File: src/rtl/cache_arbiter_types.sv
// ---------------------------------------------------------------------------
// cache_arbiter_types
//   Shared types and constants for the L1-I / L1-D downstream arbiter.
//
//   arb_state_t : arbiter FSM state (idle, I side owns port, D side owns port)
//   REQ_I/REQ_D : bit positions of the I and D sides in request/grant vectors
//   grant_of()  : one-hot owner vector {d,i} for a given arbiter state
// ---------------------------------------------------------------------------
package cache_arbiter_types;

    typedef enum logic [1:0] {
        ARB_IDLE = 2'd0,
        ARB_I    = 2'd1,
        ARB_D    = 2'd2
    } arb_state_t;

    localparam int REQ_I = 0;
    localparam int REQ_D = 1;

    // Owner vector seen by the outside world; idle (or any unused encoding)
    // reports no owner.
    function automatic logic [1:0] grant_of(input arb_state_t s);
        logic [1:0] g;
        g = 2'b00;
        case (s)
            ARB_I:   g[REQ_I] = 1'b1;
            ARB_D:   g[REQ_D] = 1'b1;
            default: g = 2'b00;
        endcase
        return g;
    endfunction

endpackage

File: src/rtl/rr_pick2.sv
// ---------------------------------------------------------------------------
// rr_pick2
//   Combinational two-way round-robin picker.
//
//   req  [1:0] in  : pending requests, bit REQ_I / REQ_D
//   last       in  : side served most recently (REQ_I or REQ_D encoding)
//   pick [1:0] out : one-hot winner, 00 when nothing is pending
//
//   A lone requester always wins. On a tie the side that was not served
//   last wins, which gives strict alternation under continuous load.
// ---------------------------------------------------------------------------
module rr_pick2
    import cache_arbiter_types::*;
(
    input  logic [1:0] req,
    input  logic       last,
    output logic [1:0] pick
);

    always_comb begin
        pick = req;
        if (req[REQ_I] && req[REQ_D]) begin
            pick = 2'b00;
            if (last == 1'(REQ_D)) begin
                pick[REQ_I] = 1'b1;
            end else begin
                pick[REQ_D] = 1'b1;
            end
        end
    end

endmodule

File: src/rtl/cache_arbiter.sv
// ---------------------------------------------------------------------------
// cache_arbiter
//   Shares one downstream memory port between the L1 instruction cache
//   (I side) and the L1 data cache (D side). One side owns the port at a
//   time; its read/write, address and write line are forwarded and the
//   downstream completion is routed back to the owner only. Ties are broken
//   round robin.
//
//   Parameters
//     s_line  : line width in bits
//     s_addr  : address width in bits
//     d_first : side that wins the first tie after reset (1 = D, 0 = I)
//
//   Ports
//     clk, rst_n                       : clock, asynchronous active-low reset
//     i_read/i_write/i_address/i_wdata : I-side request, held until i_resp
//     i_resp, i_rdata                  : I-side completion pulse and read line
//     d_read/d_write/d_address/d_wdata : D-side request, held until d_resp
//     d_resp, d_rdata                  : D-side completion pulse and read line
//     downstream_read/write/address/wdata : forwarded request of the owner
//     downstream_resp, downstream_rdata   : downstream completion and line
//     grant [1:0]                      : one-hot owner {d,i}, 00 when idle
// ---------------------------------------------------------------------------
module cache_arbiter
    import cache_arbiter_types::*;
#(
    parameter int s_line  = 256,
    parameter int s_addr  = 32,
    parameter bit d_first = 1'b1
) (
    input  logic              clk,
    input  logic              rst_n,

    input  logic              i_read,
    input  logic              i_write,
    input  logic [s_addr-1:0] i_address,
    input  logic [s_line-1:0] i_wdata,
    output logic              i_resp,
    output logic [s_line-1:0] i_rdata,

    input  logic              d_read,
    input  logic              d_write,
    input  logic [s_addr-1:0] d_address,
    input  logic [s_line-1:0] d_wdata,
    output logic              d_resp,
    output logic [s_line-1:0] d_rdata,

    output logic              downstream_read,
    output logic              downstream_write,
    output logic [s_addr-1:0] downstream_address,
    output logic [s_line-1:0] downstream_wdata,
    input  logic              downstream_resp,
    input  logic [s_line-1:0] downstream_rdata,

    output logic [1:0]        grant
);

    // Seeding "last served" with the opposite side makes d_first win the
    // very first tie.
    localparam logic LAST_INIT = d_first ? 1'(REQ_I) : 1'(REQ_D);

    arb_state_t state_reg;
    logic       last_reg;

    logic [1:0] req;
    logic [1:0] pick;

    assign req[REQ_I] = i_read | i_write;
    assign req[REQ_D] = d_read | d_write;

    rr_pick2 u_pick (
        .req  (req),
        .last (last_reg),
        .pick (pick)
    );

    // -----------------------------------------------------------------------
    // Ownership FSM. In the completion cycle the served side's request is
    // still legally asserted, so only the other side is considered for a
    // direct hand-over; otherwise we pass through idle. This avoids serving
    // the same request twice and gives zero-bubble alternation.
    // -----------------------------------------------------------------------
    always_ff @(posedge clk or negedge rst_n) begin
        if (!rst_n) begin
            state_reg <= ARB_IDLE;
            last_reg  <= LAST_INIT;
        end else begin
            case (state_reg)
                ARB_IDLE: begin
                    if (pick[REQ_I]) begin
                        state_reg <= ARB_I;
                    end else if (pick[REQ_D]) begin
                        state_reg <= ARB_D;
                    end
                end
                ARB_I: begin
                    if (downstream_resp) begin
                        last_reg  <= 1'(REQ_I);
                        state_reg <= req[REQ_D] ? ARB_D : ARB_IDLE;
                    end
                end
                ARB_D: begin
                    if (downstream_resp) begin
                        last_reg  <= 1'(REQ_D);
                        state_reg <= req[REQ_I] ? ARB_I : ARB_IDLE;
                    end
                end
                default: begin
                    state_reg <= ARB_IDLE;
                end
            endcase
        end
    end

    // -----------------------------------------------------------------------
    // Output steering: purely a function of the current owner, so reset
    // clears every forwarded signal immediately.
    // -----------------------------------------------------------------------
    always_comb begin
        downstream_read    = 1'b0;
        downstream_write   = 1'b0;
        downstream_address = '0;
        downstream_wdata   = '0;
        i_resp             = 1'b0;
        d_resp             = 1'b0;
        case (state_reg)
            ARB_I: begin
                downstream_read    = i_read;
                downstream_write   = i_write;
                downstream_address = i_address;
                downstream_wdata   = i_wdata;
                i_resp             = downstream_resp;
            end
            ARB_D: begin
                downstream_read    = d_read;
                downstream_write   = d_write;
                downstream_address = d_address;
                downstream_wdata   = d_wdata;
                d_resp             = downstream_resp;
            end
            default: begin
                downstream_read    = 1'b0;
                downstream_write   = 1'b0;
            end
        endcase
    end

    // Read data is broadcast; the per-side resp pulse qualifies it.
    assign i_rdata = downstream_rdata;
    assign d_rdata = downstream_rdata;
    assign grant   = grant_of(state_reg);

endmodule
File: config.mk
export PLATFORM = sky130hd
export DESIGN_NAME = cache_arbiter
export DESIGN_NICKNAME = d
export VERILOG_FILES = /design/src/rtl/cache_arbiter_types.sv /design/src/rtl/rr_pick2.sv /design/src/rtl/cache_arbiter.sv
export SDC_FILE = /design/constraint.sdc
export NUM_CORES = 1
export LEC_CHECK = 0
export CAP_MARGIN = 0
export CORE_AREA = 2 2 645 647
export CTS_BUF_LIST = sky130_fd_sc_hd__clkbuf_8
export DETAILED_ROUTE_END_ITERATION = 10
export DIE_AREA = 0 0 647 649
export PLACE_DENSITY_LB_ADDON = 0.12
export SYNTH_ARGS = -nofsm -noshare
export SYNTH_HDL_FRONTEND = slang
export SYNTH_SLANG_ARGS = --single-unit
File: constraint.sdc
create_clock -name clk -period 3.8 [get_ports clk]
set_clock_uncertainty 0.05 [all_clocks]
set_input_delay 0.76 -clock clk [delete_from_list [all_inputs] [get_ports clk]]
set_output_delay 0.76 -clock clk [all_outputs]
set_load 0.05 [all_outputs]
# ---- Word-level counts from Yosys, hierarchy flattened
# Index checks and enable logic that the tools add are counted.
dict set report totals {
  ff_bits 3
  input_bits 839
  output_inout_bits 806
  wordCells 35
}
dict set report classes {
  n_eq_ne 5
  mux 21
  bitwise_logic 2
  reduce_logical 5
}
# op count
set op_table {}
lappend op_table {{256-bit one-hot mux with 2 select lines} 1}
lappend op_table {{32-bit one-hot mux with 2 select lines} 1}
lappend op_table {{2-bit 2-to-1 mux} 6}
lappend op_table {{1-bit 2-to-1 mux} 9}
lappend op_table {{1-bit one-hot mux with 2 select lines} 3}
lappend op_table {{2-bit one-hot mux with 3 select lines} 1}
lappend op_table {{3-bit AND reduction} 2}
lappend op_table {{2-bit inequality test (second input constant)} 2}
lappend op_table {{3-bit inequality test (second input constant)} 1}
lappend op_table {{2-bit by 1-bit equality test with 1-bit output (second input constant)} 1}
lappend op_table {{2-bit equality test (second input constant)} 1}
lappend op_table {{2-bit zero test} 1}
lappend op_table {{1-bit OR} 2}
lappend op_table {{2-bit nonzero test} 1}
lappend op_table {{1-bit logical AND} 1}

# ---- Logic depth before layout (Yosys ltp)
# Gate-level depths: netlist (run 1).
dict set report depth {
  word_depth 6
  mapped_depth 7
  mapped_depth_nobuf 6
}

# ---- Modules after synthesis
# From an unflattened synthesis (run 1), not the netlist that was laid out.
dict set report hier_totals {
  hier_cells 1218
  hier_area_um2 8595.7
}
# module instances cells_each area_each_um2 seq_area_each_um2
set modules_own_cells {}
lappend modules_own_cells {cache_arbiter 1 1215 8577.0 75.1}
lappend modules_own_cells {rr_pick2 1 3 18.8 0.0}

# ---- Worst setup path before layout (run 1)
# OpenSTA, ideal clock, no wires.
dict set report synth_path {
  path_type {register -> output}
  startpoint {register state_reg[1]}
  endpoint {output port downstream_address[0]}
  arrival_time_ps 2343
  t_required_ps 2990
  setup_slack_ps 647
  path_stages_with_launch 8
  path_buffers 3
  cell_sequence {dfrtp_1 inv_1 ha_1 buf_4 buf_6 clkbuf_1 a22oi_1 nor2b_1}
}
dict set report synth_between {
  elab_chain_cells 2
  word_cells_on_any_way 3
  classes_between {2 x eq/ne; 1 x mux}
}
# element line_no
set synth_lines {}
lappend synth_lines {{start, declared} cache_arbiter.sv:62} ;# arb_state_t state_reg;
lappend synth_lines {{start signal, assigned} cache_arbiter.sv:99} ;# state_reg <= req[REQ_D] ? ARB_D : ARB_IDLE;
lappend synth_lines {{start signal, assigned} cache_arbiter.sv:105} ;# state_reg <= req[REQ_I] ? ARB_I : ARB_IDLE;
lappend synth_lines {{2-bit equality test / 2-bit by 1-bit equality test with 1-bit output (equally long branches)} cache_arbiter.sv:126} ;# case (state_reg)
lappend synth_lines {{32-bit one-hot mux with 2 select lines (*)} cache_arbiter.sv:126}
lappend synth_lines {{end, declared} cache_arbiter.sv:50} ;# output logic [s_addr-1:0] downstream_address,
# Mark *: on every way between the ends. The rest lies on a longest branch, timed or not.

# ---- Worst setup path after layout (run 1)
dict set report layout_path {
  startpoint {input port i_wdata[96]}
  endpoint {output port downstream_wdata[96]}
}
dict set report layout_between {
  elab_chain_cells 1
}
# element line_no
set layout_lines {}
lappend layout_lines {{start, declared} cache_arbiter.sv:37} ;# input logic [s_line-1:0] i_wdata,
lappend layout_lines {{256-bit one-hot mux with 2 select lines} cache_arbiter.sv:126}
lappend layout_lines {{end, declared} cache_arbiter.sv:51} ;# output logic [s_line-1:0] downstream_wdata,
# No other way between the ends.

==> results of run 1 <==
## cell usage after synthesis, types with 2 or more instances
| cell type | n | area [um2] |
|---|---|---|
| ha_1 | 4 | 50.1 |
| nor2b_1 | 290 | 1810 |
| clkbuf_1 | 37 | 139 |
| dfrtp_1 | 3 | 75.1 |
| nor2_1 | 5 | 18.8 |
| inv_1 | 3 | 11.3 |
| a22oi_1 | 290 | 2180 |
| buf_2 | 57 | 285 |
| buf_4 | 515 | 3870 |
| and2_1 | 2 | 12.5 |
## stage by stage
stage               hold WS [ps]  cell area (um2)  worst slack, ps  utilization (%)
CTS                          525            22200             6.91             5.39
detailed placement           515            22200             73.2             5.38
finish                       522            22300              204             5.41
global placement             512            22200             52.4             5.38
floorplan                    414             8520              647                -
global route                 542            22300             74.9             5.39
## final cells by class
type / count / area [um2]
Antenna cell: 32 / 80.1
Clock buffer: 3 / 41.3
Clock inverter: 1 / 3.75
Fill cell: 48600 / 390000
Inverter: 3 / 11.3
Multi-Input combinational cell: 600 / 4170
Sequential cell: 3 / 75.1
Tap cell: 5474 / 6850
Timing Repair Buffer: 931 / 11100
## layer usage
layer	up-vias	track usage (%)	wire [um]
met3	678	10.8	52300
li1	4333	-	-
met1	5065	8.85	65600
met2	1702	17.4	105000
met5	-	0.343	1300
met4	168	2.49	8410
## what timing repair did
item                       CTS  global route
hold buffers                 0             0
resized for setup            0             1
setup endpoints to repair    0             1
## final timing paths
| kind | start | endpoint | slack [ps] | cells after the start |
|---|---|---|---|---|
| min in group asynchronous | rst_n | last_reg$_DFFE_PN0P_ | 740 | 1 |
| max reg2reg | state_reg[1]$_DFFE_PN0P_ | state_reg[1]$_DFFE_PN0P_ | 1960 | 6 |
| min reg2reg | last_reg$_DFFE_PN0P_ | last_reg$_DFFE_PN0P_ | 520 | 2 |
| max | i_wdata[96] | downstream_wdata[96] | 200 | 4 |
| max in group asynchronous | rst_n | state_reg[1]$_DFFE_PN0P_ | 2740 | 1 |
| min | last_reg$_DFFE_PN0P_ | last_reg$_DFFE_PN0P_ | 520 | 2 |
## cells in the final DEF, fill, tap and decap left out, types with 2 or more instances in the layout
| master | instances |
|---|---|
| clkbuf_8 | 3 |
| ha_4 | 3 |
| buf_4 | 137 |
| diode_2 | 32 |
| dfrtp_1 | 3 |
| nor2b_1 | 289 |
| inv_1 | 4 |
| and2_1 | 2 |
| nor2_1 | 5 |
| a22oi_1 | 290 |
| buf_12 | 210 |
| clkdlybuf4s50_1 | 584 |
## power by group
part	internal, uW	total (uW)	switching (uW)
combinational	5770	14700	8950
sequential	47.7	65.9	18.2
clock	68.8	90.4	21.6
## worst reg2reg max path, delay by kind of cell (launching register included)
kind / cells / cell delay, ps
AOI/OAI and AO/OA: 3 / 590
adders and majority gates: 1 / 290
buffers and inverters: 2 / 400
DFF: 1 / 430
## kinds of logic after synthesis
| kind of cell | after synthesis | share of synthesized area, % |
|---|---|---|
| simple gates | 299 | 21.8 |
| buf+inv | 613 | 50.6 |
| fa+ha+maj | 4 | 0.587 |
| flops | 3 | 0.881 |
| compound gates | 297 | 26.1 |
==> results.md, run 1 <==
* Status: completed
* DR DRC count at 0
* H-tree levels at 1
* Postcts setup bufs at 0
* Vias in the first global route at 11700
* Worst Setup Start Kind: primary input
* Max Fclk at 278 MHz
* CTS Root Cell: clkbuf_8
* Area Overhead vs Synth at 162%
* CTS tree: built
* Post-synth EDFFs at 0
* Max FFs per register at 2
* First-pass GRT wire length at 261000 um
* CP cell instances: clkdlybuf4s50_1 > a22oi_1 > nor2b_1 > buf_12
* Die X at 647 um
* Synth Net Count at 2059
* Post-route insts no fill at 7047
* Final-report hold violation count at 0
* Core ar. at 413000 um2
* DP Cell Count at 7011
* Max IR drop VDD at 348 uV
* Clk sinks at 3
* Max Cap Violations at 0
* WP buf/inv at 2
* Total GRT Usage at 10.6%
* Max clock buf depth at 2
* CP max stage delay at 950 ps
* Worst setup path class: primary input to primary output
* Inserted Clock Buffers at 3
* Io pins at 1645
* RSZ-0062 raised after global routing: false
* Total Routed Length at 232000 um
* HP Class: register to register
* Core Rows at 236
* Port Buf Inserts at 876
* Largest net degree at the start of global routing at 99
* Vias at 11900
* Layout cells sized above 1 at 23.0%
* Setup_tns at 0 ps
* Antenna-violating nets left at 0
* Synth Cell Area at 8520 um2
* GPL Wtd Cong at 0.723
* GRT Residual Overflow at 0
* DRT iter0 DRCs at 686
* Sequential-to-total area share from yosys stat at 0.881%
* Detailed Routing Iterations Pass 1 at 5
* Vias per cell at 1.70
* Max Slew Vio Count at 0
* Post-DP HPWL at 220000 um
* Average wire per standard cell at 33.0 um
* Worst-Margin Slew at 954 ps
* Nets@finish at 2385
* Fin crit share at 94.6%
* Finish-stage setup viols at 0
* Full die area at 420000 um2
* Initial Util at 2.07%
* Synth Area per Inst at 7.01 um2
* Post-synth cell types at 20
* Slew HR at 36.4%
* Leak at 0.00581 uW
* Post-Syn Instances at 1216
* #FFs+latches synth at 3
* CP delay by family, top: buffers and inverters
* Worst-Skew Late Latency at 220 ps
* PD cells at 667 nW/um2
* Slowest CP cell: clkdlybuf4s50_1
* Async S/R FF share, synth at 100%
* Arr. time, crit path at 2790 ps
* Yosys Warn Count at 0
* Initial antenna violation count at 280
* CP Capture Type: primary output
* Min Clock Period, post-route at 3600 ps
* Power, Total at 14900 uW
* CTS clk-pin slew, worst paths at 30 ps
* Worst Path Required at 2990 ps
* Ys flop type: dfrtp_1
* Worst-path fanout max at 1
* Die Ht at 649 um
No activity file was read; power rests on OpenSTA's default activity.
==> run 2: changes to the inputs <==
Settings changed: PLACE_DENSITY_LB_ADDON 0.12 to 0.15.
==> run 2 against run 1 <==
Largest power group unchanged. Largest cell class unchanged. Wire length rose by 8.1%. Maximum frequency fell by 0.85%. Die area did not move. Critical endpoint is now downstream_wdata[11].
==> results.md, run 2 (same netlist as run 1, synthesis figures left out) <==
* Max FFs per register at 2
* Cell Area, Placed at 22300 um2
* CP Capture Type: primary output
* Core ar. at 413000 um2
* Worst Setup Start Kind: register
* Leak at 0.00575 uW
* Area Overhead vs Synth at 165%
* Nets@finish at 2378
* Max Cap Violations at 0
* GRT Residual Overflow at 0
* Setup_tns at 0 ps
* Finish-stage setup viols at 0
* Power, Total at 15100 uW
* Vias at 12000
* Vias in the first global route at 11500
* Post-DP HPWL at 238000 um
* Largest net degree at the start of global routing at 68
* Total Routed Length at 251000 um
* FF-to-FF path depth at 7
* Io pins at 1645
* CTS clk-pin slew, worst paths at 40 ps
* WHS Endpoint: state_reg[0]$_DFFE_PN0P_
* RR Startpoint: state_reg[0]$_DFFE_PN0P_
* Hold_sp: last_reg$_DFFE_PN0P_
* Commonest cells after routing, fill and taps aside: clkdlybuf4s50_1, a22oi_1, nor2b_1
* # resized after CTS at 0
* Worst setup path class: register to primary output
* RSZ-0062 raised after global routing: false
* Layout cells sized above 1 at 19.9%
* Worst-Skew Late Latency at 230 ps
* Worst-Margin Slew at 820 ps
* Fin crit share at 95.4%
* Status: completed
* Hold path depth at 3
* Worst-path fanout max at 37
* Max Slew Vio Count at 0
* Slew HR at 45.3%
* Worst Path Required at 2990 ps
* Vias per cell at 1.69
* Initial antenna violation count at 299
* R2r endpoint: last_reg$_DFFE_PN0P_
* CTS tree: built
* DR DRC count at 0
* DP Worst Slack at 237 ps
* Commonest non-fill, non-tap cell in the layout: clkdlybuf4s50_1
* Port Buf Inserts at 876
* PD cells at 669 nW/um2
* Final instance area at 22600 um2
* Total GRT Usage at 11.5%
* R2R Setup Slk at 1610 ps
* Fillers at 48600
* Max clock buf depth at 2
* HP Class: register to register
* Max Fclk at 276 MHz
* Die X at 647 um
* Final-report hold violation count at 0
* Inserted Clock Buffers at 3
* Arr. time, crit path at 2820 ps
* Min Clock Period, post-route at 3630 ps
* H-tree levels at 1
* Clk sinks at 3
* Max IR drop VDD at 412 uV
* Core Rows at 236
* Final core utilization at 5.47%
* GPL Wtd Cong at 0.758
* First-pass GRT wire length at 280000 um
* Initial Util at 2.07%
* Die Ht at 649 um
* Full die area at 420000 um2
* Final worst slack at 173 ps
* Antenna-violating nets left at 0
* CTS Root Cell: clkbuf_8
* Average wire per standard cell at 35.5 um
* DRT iter0 DRCs at 744
* Detailed Routing Iterations Pass 1 at 4
==> run 2: cell types whose count changed in the layout (fill, tap and decap cells not counted), sizes merged <==
| cell | delta |
|---|---|
| diode | +32 |
| clkdlybuf4s50 | +40 |
| buf | -47 |
==> run 2: routing by layer <==
layer	routed length [um]	global-route usage, %	vias to the layer above
met4	8830	2.76	114
met1	71300	9.56	5060
li1	-	-	4362
met3	54500	11.3	674
met2	116000	19.2	1764
met5	831	0.240	-
==> run 2: metrics by stage <==
step	instances	hold WS (ps)
2_1_floorplan	1216	414
3_3_place_gp	7002	697
3_5_place_dp	7002	676
4_1_cts	7006	698
5_1_grt	7027	744
6_report	7072	710
==> run 2: worst max-delay path, stage by stage, from the launching register on <==
cell     delay [ps]
dfrtp_1         420
inv_1           170
ha_4            420
buf_12          290
buf_4           400
a22oi_1         300
nor2b_1         300
buf_12          170
==> run 2: report_power, final <==
group | internal, uW | switching, uW
clock network | 69.1 | 25.2
registers | 47.7 | 19.8
logic | 5920 | 9010
total | 6040 | 9050
==> run 2: cell type report <==
type	instances	area (um2)	share of cell area (%)
repair buffers	924	11300	49.9
well taps	5474	6850	30.3
multi-input cells	600	4170	18.5
diodes	64	160	0.710
flip-flops and latches	3	75.1	0.333
clock buffers	3	41.3	0.183
inverters	3	11.3	0.0499
clock inverters	1	3.75	0.0166
==> run 2: worst max-delay path by stage <==
stage	slack, ps	to	start	cells after the start
6_report	170	downstream_wdata[11]	state_reg[1]$_DFFE_PN0P_	7
5_1_grt	40	downstream_wdata[11]	state_reg[1]$_DFFE_PN0P_	7
4_1_cts	2	downstream_wdata[11]	state_reg[0]$_DFFE_PN0P_	7
3_5_place_dp	240	downstream_wdata[11]	state_reg[0]$_DFFE_PN0P_	7
3_3_place_gp	250	downstream_wdata[11]	state_reg[0]$_DFFE_PN0P_	7
2_1_floorplan	650	downstream_address[0]	state_reg[1]$_DFFE_PN0P_	7
==> run 2: repair_timing <==
item / 4_1_cts / 5_1_grt
setup endpoints to repair: 1 / 3
buffers inserted: 0 / 2
endpoints found under the hold margin: 0 / 0
pin swaps: 1 / 1
hold buffers: 0 / 0
cloned: 0 / 0
==> variant 1 (config.mk and constraints of run 2) <==
Encoding of `arb_state_t`: now one-hot (3 bits for 3 states).
--- a/src/rtl/cache_arbiter_types.sv
+++ b/src/rtl/cache_arbiter_types.sv
@@ -8,10 +8,10 @@
 // ---------------------------------------------------------------------------
 package cache_arbiter_types;
 
-    typedef enum logic [1:0] {
-        ARB_IDLE = 2'd0,
-        ARB_I    = 2'd1,
-        ARB_D    = 2'd2
+    typedef enum logic [2:0] {
+        ARB_IDLE = 3'b001,
+        ARB_I    = 3'b010,
+        ARB_D    = 3'b100
     } arb_state_t;
 
     localparam int REQ_I = 0;
Behaviour: no difference found for any inputs over 4 cycles, from zero or initial values and one cycle with rst_n low; so few cycles prove little.
==> variant 1 against run 2 <==
Final area down 10%. Final cell count down 4.7%. Total power down 29%. Via count down 13%. Worst setup slack worse by 0.018 ns. Sequential cell count up 1. Routed wire length up 6.2%. Synthesized area down 18%. Sequential share of layout area up 0.17 points.
==> variant 1: results <==
# TYPE chip_impl_metric gauge
chip_impl_metric{name="synth_compound_area_frac",unit=""} 0.3720
chip_impl_metric{name="largest_register_ff_count",unit=""} 3
chip_impl_metric{name="max_slew_margin",unit=""} 0.5073
chip_impl_metric{name="worst_ir_drop_vdd",unit="mV"} 0.1804
chip_impl_metric{name="place.detailed.instances",unit=""} 6689
chip_impl_info{name="worst_setup_path_start",value="i_address[30]"} 1
chip_impl_metric{name="globalplace.congestion",unit=""} 0.7695
chip_impl_metric{name="post-place-ws",unit="ns"} 0.1189
chip_impl_metric{name="vias_per_cell",unit=""} 1.553
chip_impl_metric{name="total_routed_wirelength",unit="mm"} 266.8
chip_impl_metric{name="multi_input_cells",unit=""} 319
chip_impl_metric{name="post_synth_num_cell_types",unit=""} 26
chip_impl_metric{name="gr-usage-all-layers",unit=""} 0.1223
chip_impl_metric{name="detailed_place.area",unit="um2"} 20080
chip_impl_metric{name="grt_antenna_before_repair",unit=""} 344
chip_impl_metric{name="grt_max_degree",unit=""} 72
chip_impl_metric{name="hpwlAfterDp",unit="mm"} 256.7
chip_impl_info{name="netlist_top_cells_count",value="512 x sky130_fd_sc_hd__buf_4, 290 x sky130_fd_sc_hd__a22o_1, 60 x sky130_fd_sc_hd__buf_2"} 1
chip_impl_metric{name="grt_pass1_wl",unit="mm"} 290.4
chip_impl_metric{name="firstDrtPassIters",unit=""} 5
chip_impl_metric{name="syn_area_per_cell",unit="um2"} 7.752
chip_impl_metric{name="detail_route.iter0.violations",unit=""} 576
chip_impl_metric{name="multi_input_area",unit="um2"} 2745
chip_impl_metric{name="n_sequential_cell",unit=""} 4
chip_impl_info{name="outcome",value="completed"} 1
chip_impl_metric{name="ff2ff_setup_slack",unit="ns"} 2.05
chip_impl_info{name="worstReg2RegStart",value="state_reg[1]"} 1
chip_impl_metric{name="power.share.combinational",unit=""} 0.980
chip_impl_metric{name="drive_gt1_frac",unit=""} 0.2166
## variant 1: cell count changes after synthesis, moves of 3 or more
cell,delta
sky130_fd_sc_hd__a22o_1,+290
sky130_fd_sc_hd__a22oi_1,-289
sky130_fd_sc_hd__buf_2,+3
sky130_fd_sc_hd__buf_4,-3
sky130_fd_sc_hd__clkbuf_1,-30
sky130_fd_sc_hd__ha_1,-4
sky130_fd_sc_hd__nor2b_1,-289
sky130_fd_sc_hd__nor3b_1,+3
## variant 1: routing by layer
| layer | wire length, um | vias up | track usage |
|---|---|---|---|
| met5 | 1273 | - | 0.004005 |
| met4 | 8666 | 160 | 0.02472 |
| li1 | - | 3442 | - |
| met1 | 77510 | 4289 | 0.1023 |
| met2 | 113100 | 1868 | 0.1890 |
| met3 | 66270 | 704 | 0.1419 |
==> variant 2 (settings of run 2) <==
Without the edit above. The parameter `s_line` goes from 256 to 128.
--- a/src/rtl/cache_arbiter.sv
+++ b/src/rtl/cache_arbiter.sv
@@ -24,7 +24,7 @@
 module cache_arbiter
     import cache_arbiter_types::*;
 #(
-    parameter int s_line  = 256,
+    parameter int s_line  = 128,
     parameter int s_addr  = 32,
     parameter bit d_first = 1'b1
 ) (
Ports: changed (6 resized); port bits go from 1645 to 877. No check against the original RTL was run, so the function may have changed too.
==> variant 2 against run 2 <==
Total power fell by 52%. Maximum frequency up 7.1%. Worst setup slack better by 0.24 ns. Largest power group unchanged. Final area decreased by 35%. Sequential cell count did not move. Routed wire length shrank 71%. Synthesized area down 46%. Register-to-register slack got worse by 0.15 ns.
==> variant 2: results <==
# TYPE chip_impl_metric gauge
chip_impl_metric{name="post-place-ws",unit="ns"} 0.5282
chip_impl_metric{name="hold_depth",unit=""} 2
chip_impl_metric{name="worst_ir_drop_vdd",unit="mV"} 0.4779
chip_impl_metric{name="drive_gt1_frac",unit=""} 0.1995
chip_impl_metric{name="met2_wirelength",unit="mm"} 39.55
chip_impl_metric{name="vias_per_cell",unit=""} 0.8907
chip_impl_info{name="post_synth_main_area_contributors",value="sky130_fd_sc_hd__buf_4 42%, sky130_fd_sc_hd__a22oi_1 26%, sky130_fd_sc_hd__nor2b_1 22%, sky130_fd_sc_hd__buf_2 4.0%, sky130_fd_sc_hd__dfrtp_1 1.6%"} 1
chip_impl_metric{name="grtUsageMet2",unit=""} 0.06470
chip_impl_info{name="outcome",value="completed"} 1
chip_impl_metric{name="gr-usage-all-layers",unit=""} 0.03360
chip_impl_metric{name="firstDrtPassIters",unit=""} 5
chip_impl_metric{name="setup_ws",unit="ns"} 0.4125
chip_impl_metric{name="grt_antenna_before_repair",unit=""} 87
chip_impl_metric{name="path_max_fanout",unit=""} 47
chip_impl_info{name="worst_setup_path_endpoint",value="downstream_wdata[8]"} 1
chip_impl_metric{name="netlist_instances",unit=""} 660
chip_impl_metric{name="grt_pass1_wl",unit="mm"} 85.77
chip_impl_metric{name="yosysSeqAreaShare",unit=""} 0.01620
chip_impl_metric{name="met3WireLength",unit="mm"} 13.20
chip_impl_info{name="min_to",value="last_reg"} 1
chip_impl_metric{name="p_leak",unit="nW"} 3.023
chip_impl_metric{name="gr-usage-met1",unit=""} 0.02490
chip_impl_metric{name="grt_max_degree",unit=""} 92
chip_impl_metric{name="port_buffers",unit=""} 492
chip_impl_metric{name="ff2ff_setup_slack",unit="ns"} 1.46
## variant 2: cell types whose count changed in the layout (fill, tap and decap cells not counted)
| cell | change |
|---|---|
| sky130_fd_sc_hd__a22oi_1 | -128 |
| sky130_fd_sc_hd__buf_12 | -165 |
| sky130_fd_sc_hd__buf_4 | +31 |
| sky130_fd_sc_hd__buf_8 | -1 |
| sky130_fd_sc_hd__clkdlybuf4s50_1 | -286 |
| sky130_fd_sc_hd__diode_2 | -53 |
| sky130_fd_sc_hd__nor2b_1 | -128 |
## variant 2: cell families after synthesis
logic type,synth area share
flip-flops,0.01620
buffers and inverters,0.4725
AO/OA/AOI/OAI,0.2729
AND/OR/NAND/NOR,0.2276
adder cells (fa/ha/maj),0.01080
## variant 2: area by class of cell
class                           count  area [um2]
Timing Repair Buffer              503        5310
Fill cell                       48990      397800
Tap cell                         5474        6849
Antenna cell                       11       27.53
Clock buffer                        3       41.29
Sequential cell                     3       75.07
Multi-Input combinational cell    344        2407
Inverter                            3       11.26
Clock inverter                      1       3.754
